==> src/rtl/fir_cmplx_decim.sv <==
// fir_cmplx_decim: decimating complex FIR between an input FIFO and an FWFT output FIFO
// Ports: clock, reset (async, active-low); i_in/q_in/in_wr_en/in_full feed the input FIFO;
//        real_dout/imag_dout/out_rd_en/out_empty expose the head of the output FIFO.
module fir_cmplx_decim #(
  parameter int DATA_WIDTH = 32,
  parameter int TAPS = 20,
  parameter int DECIM = 1,
  parameter int FRAC_BITS = 10,
  parameter int FIFO_DEPTH = 16,
  parameter logic [TAPS-1:0][DATA_WIDTH-1:0] H_REAL = (TAPS*DATA_WIDTH)'(1) << FRAC_BITS,
  parameter logic [TAPS-1:0][DATA_WIDTH-1:0] H_IMAG = '0
) (
  input  logic                  clock,
  input  logic                  reset,
  input  logic [DATA_WIDTH-1:0] i_in,
  input  logic [DATA_WIDTH-1:0] q_in,
  input  logic                  in_wr_en,
  output logic                  in_full,
  output logic [DATA_WIDTH-1:0] real_dout,
  output logic [DATA_WIDTH-1:0] imag_dout,
  input  logic                  out_rd_en,
  output logic                  out_empty
);
  localparam int AW = $clog2(FIFO_DEPTH);
  localparam int PW = 2*DATA_WIDTH;
  localparam int ACCW = PW + $clog2(TAPS);
  localparam int TW = $clog2(TAPS);
  typedef enum logic [1:0] {IDLE, SHIFT, MAC, WRITE} state_t;
  state_t state_q, state_d;
  logic [AW:0] iwp_q, iwp_d, irp_q, irp_d, owp_q, owp_d, orp_q, orp_d;
  logic [2*DATA_WIDTH-1:0] in_mem_q [FIFO_DEPTH];
  logic [2*DATA_WIDTH-1:0] out_mem_q [FIFO_DEPTH];
  logic signed [DATA_WIDTH-1:0] xr_q [TAPS], xr_d [TAPS], xi_q [TAPS], xi_d [TAPS];
  logic signed [ACCW-1:0] re_acc_q, re_acc_d, im_acc_q, im_acc_d, re_term, im_term;
  logic signed [PW-1:0] p_rr, p_ii, p_ri, p_ir;
  logic [TW-1:0] tap_q, tap_d;
  logic [4:0] dcnt_q, dcnt_d;
  logic in_empty, out_full, in_push, in_pop, out_push, out_pop;
  assign in_empty = iwp_q == irp_q;
  assign in_full = (iwp_q ^ irp_q) == {1'b1, AW'(0)};
  assign out_empty = owp_q == orp_q;
  assign out_full = (owp_q ^ orp_q) == {1'b1, AW'(0)};
  // SHIFT is only entered with data present, so a pop there is always valid
  assign in_pop = state_q == SHIFT;
  assign in_push = in_wr_en && (!in_full || in_pop);
  assign out_pop = out_rd_en && !out_empty;
  assign out_push = state_q == WRITE && (!out_full || out_pop);
  assign {real_dout, imag_dout} = out_empty ? '0 : out_mem_q[orp_q[AW-1:0]];
  assign p_rr = PW'(xr_q[tap_q]) * PW'($signed(H_REAL[tap_q]));
  assign p_ii = PW'(xi_q[tap_q]) * PW'($signed(H_IMAG[tap_q]));
  assign p_ri = PW'(xr_q[tap_q]) * PW'($signed(H_IMAG[tap_q]));
  assign p_ir = PW'(xi_q[tap_q]) * PW'($signed(H_REAL[tap_q]));
  // each tap term is dequantized on its own before accumulation
  assign re_term = (ACCW'(p_rr) - ACCW'(p_ii)) >>> FRAC_BITS;
  assign im_term = (ACCW'(p_ri) + ACCW'(p_ir)) >>> FRAC_BITS;
  always_comb begin
    state_d = state_q;
    tap_d = tap_q;
    dcnt_d = dcnt_q;
    re_acc_d = re_acc_q;
    im_acc_d = im_acc_q;
    xr_d = xr_q;
    xi_d = xi_q;
    iwp_d = iwp_q + (AW+1)'(in_push);
    irp_d = irp_q + (AW+1)'(in_pop);
    owp_d = owp_q + (AW+1)'(out_push);
    orp_d = orp_q + (AW+1)'(out_pop);
    case (state_q)
      IDLE: state_d = in_empty ? IDLE : SHIFT;
      SHIFT: begin
        for (int k = TAPS-1; k > 0; k--) begin
          xr_d[k] = xr_q[k-1];
          xi_d[k] = xi_q[k-1];
        end
        {xr_d[0], xi_d[0]} = in_mem_q[irp_q[AW-1:0]];
        dcnt_d = (dcnt_q == 5'(DECIM-1)) ? '0 : dcnt_q + 5'd1;
        state_d = (dcnt_d == '0) ? MAC : IDLE;
        tap_d = '0;
      end
      MAC: begin
        re_acc_d = re_acc_q + re_term;
        im_acc_d = im_acc_q + im_term;
        tap_d = tap_q + TW'(1);
        state_d = (tap_q == TW'(TAPS-1)) ? WRITE : MAC;
      end
      WRITE: begin
        re_acc_d = out_push ? '0 : re_acc_q;
        im_acc_d = out_push ? '0 : im_acc_q;
        state_d = out_push ? IDLE : WRITE;
      end
    endcase
  end
  always_ff @(posedge clock or negedge reset) begin
    if (!reset) begin
      state_q <= IDLE;
      tap_q <= '0;
      dcnt_q <= '0;
      re_acc_q <= '0;
      im_acc_q <= '0;
      xr_q <= '{default: '0};
      xi_q <= '{default: '0};
      iwp_q <= '0;
      irp_q <= '0;
      owp_q <= '0;
      orp_q <= '0;
    end else begin
      state_q <= state_d;
      tap_q <= tap_d;
      dcnt_q <= dcnt_d;
      re_acc_q <= re_acc_d;
      im_acc_q <= im_acc_d;
      xr_q <= xr_d;
      xi_q <= xi_d;
      iwp_q <= iwp_d;
      irp_q <= irp_d;
      owp_q <= owp_d;
      orp_q <= orp_d;
    end
  end
  always_ff @(posedge clock) begin
    if (in_push) in_mem_q[iwp_q[AW-1:0]] <= {i_in, q_in};
    if (out_push) out_mem_q[owp_q[AW-1:0]] <= {re_acc_q[DATA_WIDTH-1:0], im_acc_q[DATA_WIDTH-1:0]};
  end
endmodule

==> config.mk <==
export PLATFORM = sky130hd
export DESIGN_NAME = fir_cmplx_decim
export DESIGN_NICKNAME = d
export VERILOG_FILES = /design/src/rtl/fir_cmplx_decim.sv
export SDC_FILE = /design/constraint.sdc
export NUM_CORES = 2
export LEC_CHECK = 0
export ABC_AREA = 1
export BUFFER_PORTS_ARGS = -buffer_cell sky130_fd_sc_hd__buf_2
export CORE_MARGIN = 2
export CORE_UTILIZATION = 41
export CTS_BUF_LIST = sky130_fd_sc_hd__clkbuf_4 sky130_fd_sc_hd__clkbuf_8
export DETAILED_ROUTE_END_ITERATION = 10
export GPL_ROUTABILITY_DRIVEN = 0
export GPL_TIMING_DRIVEN = 0
export HOLD_SLACK_MARGIN = 0.08
export PLACE_DENSITY = 0.54
export SYNTH_ARGS = -nofsm -noshare
export SYNTH_HDL_FRONTEND = slang
export SYNTH_SLANG_ARGS = --single-unit
export TNS_END_PERCENT = 20
==> constraint.sdc <==
create_clock -name clock -period 16.3 [get_ports clock]
set_input_delay 1.63 -clock clock [delete_from_list [all_inputs] [get_ports clock]]
set_output_delay 1.63 -clock clock [all_outputs]
set_load 0.02 [all_outputs]
==> run summary <==
In this run the worst path has a maximum fanout of 10. The flow ran to the end, but the final reports show violations. The area share of the largest cell type after synthesis works out to 0.534. Summing all multi-input logic gate instances after layout gives 32000 um2. The run gives 194 as the number of placement rows. The die covers 285000 um2. For this design the top-level I/O count stands at 134.

The Yosys step of the flow raised 0 warnings. After technology mapping, the gate count stands at 10107. Register area share after synthesis: 0.681. The later pin in the worst-skew pair is clocked with a latency of 1120 ps. The finished layout holds 14906 standard cells, fillers aside. Wires add up to 394000 um. In this run the register-to-register setup slack is 8190 ps. Setup repair after global routing left no endpoint under its margin. The final worst-path cycle share was 0.497. The logs give 282000 um for the detailed placement HPWL and 115 for the pin count of the biggest net entering global routing. The final number of hold-violating endpoints is 0. Most frequently used cell type in the post-synthesis netlist: edfxtp_1. Quantity of gates resized following cts: 0. The run gives 2724 as the TritonCTS sink count. The slowest stage of the critical path belongs to the cell buf_1.

The die is 534 um tall. The number of placed instances, taps included, is 14061. Setup violations remaining at the end of the flow were counted as 0. Data on the critical path is required at its endpoint by 17250 ps. The clock-pin slew on the worst setup and hold paths came out at 60 ps.

The logs give 0 for the total global routing overflow and 78400 um2 for the flip-flop and latch area. H-tree level count: 5. The count of buffers added by post-CTS timing repair for setup is 0. The clock passes through at most 4 buffers.

The logs give 0.412 for the initial core utilization and 11006 for the final net count. The cell count of the worst reg-to-reg path was 29. The worst clock skew on the final layout was 99.0 ps. For this run, the leading register cell type out of synthesis is edfxtp_1.

The largest single stage delay on the critical path is 840 ps. Clock tree synthesis inserted a total of 451 buffers. Count of cell types in the netlist: 57. The floorplan step set the die width to 534 um. The max-slew headroom at the worst pin came out at -0.0396.

For this block, the via count after detailed routing is 84353. The post-synthesis instance area was 115000 um2. At the pin with the least slew margin, the transition time is 1560 ps.

The share of flip-flops with an asynchronous set or reset after synthesis is 0.248. The path type of the worst min-delay path was in2async. The total area inside the core boundary comes to 279000 um2.

TritonCTS built the clock tree. The tools report the iteration count of the initial detailed-routing pass as 8. The post-detailed-route DRC marker count came out at 0.

The number of global-route vias before repair is 83949, and the final max-slew violation count is 11. For the highest achievable clock rate, the log shows 0.123 GHz. edfxtp_1 takes more of the synthesized area than any other cell. The post-layout minimum cycle time works out to 8110 ps.

Relative to the synthesized area, the layout overhead comes to 14.9%. The combined buffer and inverter count along the critical path came out at 7. The tools report the first-pass GRT wire length as 569000 um. The share of cells above drive strength 1 works out to 0.114. The commonest cells after synthesis are edfxtp_1, o21ai_0, nor2_1.

For the total routing resource utilization after global routing, the log shows 0.270. The final reports fail on max-capacitance violations, max-slew violations. The initial antenna violation count came out at 44. The count of flip-flops with a built-in enable after synthesis was 2048; the iteration-0 DRC count of the detailed router was 8406. The post-synthesis average cell area works out to 11.4 um2. Hold buffer count at cts: 0. Once detail routing completed, the nets flagged for antenna violations numbered 0. Counting buffers and inverters, the worst setup path is 29 cells deep.

Across all setup checks in the final design, the least slack found is 8190 ps. The number of maximum-capacitance violations was 1; the total of buffers placed on input and output ports was 133. By area the synthesized netlist is led by edfxtp_1, dfrtp_1, o21ai_0, nor2_1, nand2_1. Dividing the detail-routed via count by the number of cells gives 5.66.

Counting flops and latches in the post-synthesis netlist gives 2724. The arrival time of the worst setup path came out at 9060 ps. Broken down by cell family, the worst path's largest delay share belongs to buffers and inverters.

The layout has 25504 filler cells. The run gives 8410 ps as the post-placement setup slack. The worst setup path is launched from a flip-flop. Buffer cell driving the clock tree root: clkbuf_8. Number of nets produced by synthesis: 10323. The worst setup path is captured at a flip-flop. The setup path with the least slack is of type reg2reg.

After detailed routing, the average wire length per cell comes to 26.4 um.
-- worst paths after layout --
path / startpoint / endpoint
worst max-delay path: tap_q[1]$_DFFE_PN0P_ / re_acc_q[31]$_DFFE_PN0P_
worst min-delay path: reset / re_acc_q[16]$_DFFE_PN0P_
worst max register to register: tap_q[1]$_DFFE_PN0P_ / re_acc_q[31]$_DFFE_PN0P_
worst min register to register: xi_q[395]$_DFFE_PN0P_ / xi_q[363]$_DFFE_PN0P_
max in group asynchronous: reset / xi_q[633]$_DFFE_PN0P_
min in group clock: xi_q[395]$_DFFE_PN0P_ / xi_q[363]$_DFFE_PN0P_
-- metrics by stage --
step / util / instance area, um2 / hold WS [ps] / TNS [ps]
after floorplan: - / 115000 / 442 / 0
after CTS: 0.474 / 132000 / 378 / 0
after global placement: 0.431 / 121000 / 460 / -1131930
after detailed placement: 0.440 / 123000 / 460 / 0
final: 0.474 / 132000 / 459 / 0
after global routing: 0.474 / 132000 / 462 / 0
-- logic make-up after synthesis --
logic type                 Yosys count  share of synthesized area
adders and majority gates          148                     0.0162
xor gates and xnor gates            63                    0.00479
AOI/OAI and AO/OA                 2861                      0.145
buffers and inverters             1214                     0.0434
DFF                               2724                      0.681
muxes                               94                    0.00817
and+or+nand+nor                   3003                      0.102
-- cells in the final DEF, fill, tap and decap left out, types with 39 or more instances in the layout --
cell type | Yosys | final
a21oi_1 | 412 | 412
a31oi_1 | 154 | 154
buf_1 | 43 | 43
buf_12 | 0 | 61
buf_2 | 169 | 301
clkbuf_1 | 461 | 459
clkbuf_4 | 1 | 200
clkbuf_8 | 0 | 505
clkinv_1 | 0 | 65
dfrtp_1 | 676 | 676
edfxtp_1 | 2048 | 2048
ha_1 | 146 | 146
inv_1 | 479 | 479
mux2i_1 | 94 | 94
nand2_1 | 1289 | 1289
nand3_1 | 223 | 223
nor2_1 | 1433 | 1400
o211ai_1 | 39 | 39
o21ai_0 | 1563 | 1563
o21ai_1 | 68 | 68
o221ai_1 | 288 | 288
o22ai_1 | 77 | 77
o32ai_1 | 162 | 162
-- cell type report --
cell class / instances / share of cell area
clock inverter: 128 / 0.00668
multi-input combinational: 6169 / 0.242
tap: 3724 / 0.0352
antenna: 13 / 0.000246
inverter: 496 / 0.0141
buffer: 718 / 0.0237
clock buffer: 704 / 0.0638
timing repair buffer: 230 / 0.0218
sequential: 2724 / 0.593
-- state kept, by name, indices dropped and copies added (netlist names) --
| signal | count |
|---|---|
| state_q | 2 |
| re_acc_q | 32 |
| iwp_q | 5 |
| orp_q | 5 |
| dcnt_q | 5 |
| owp_q | 5 |
| in_mem_q | 1024 |
| irp_q | 5 |
| xr_q | 284 |
| xi_q | 296 |
| im_acc_q | 32 |
| tap_q | 5 |
| out_mem_q | 1024 |
-- worst reg2reg max path: cells and delay by family (launching register included) --
kind	cells	cell delay, ps
compound gates	7	1450
xor+xnor	1	250
fa+ha+maj	4	1330
buf+inv	7	2640
flops	1	500
simple gates	10	1800
-- routing by layer --
metal | vias up | global-route usage | share of wire
met5 | - | 0 | 0.00068
met4 | 40 | 0.120 | 0.045
met3 | 850 | 0.0440 | 0.071
met2 | 3447 | 0.466 | 0.49
met1 | 42195 | 0.334 | 0.39
li1 | 37821 | - | -
Power is not shown: default switching activity piles up to over one toggle a cycle in this logic, so the estimate is an artifact.
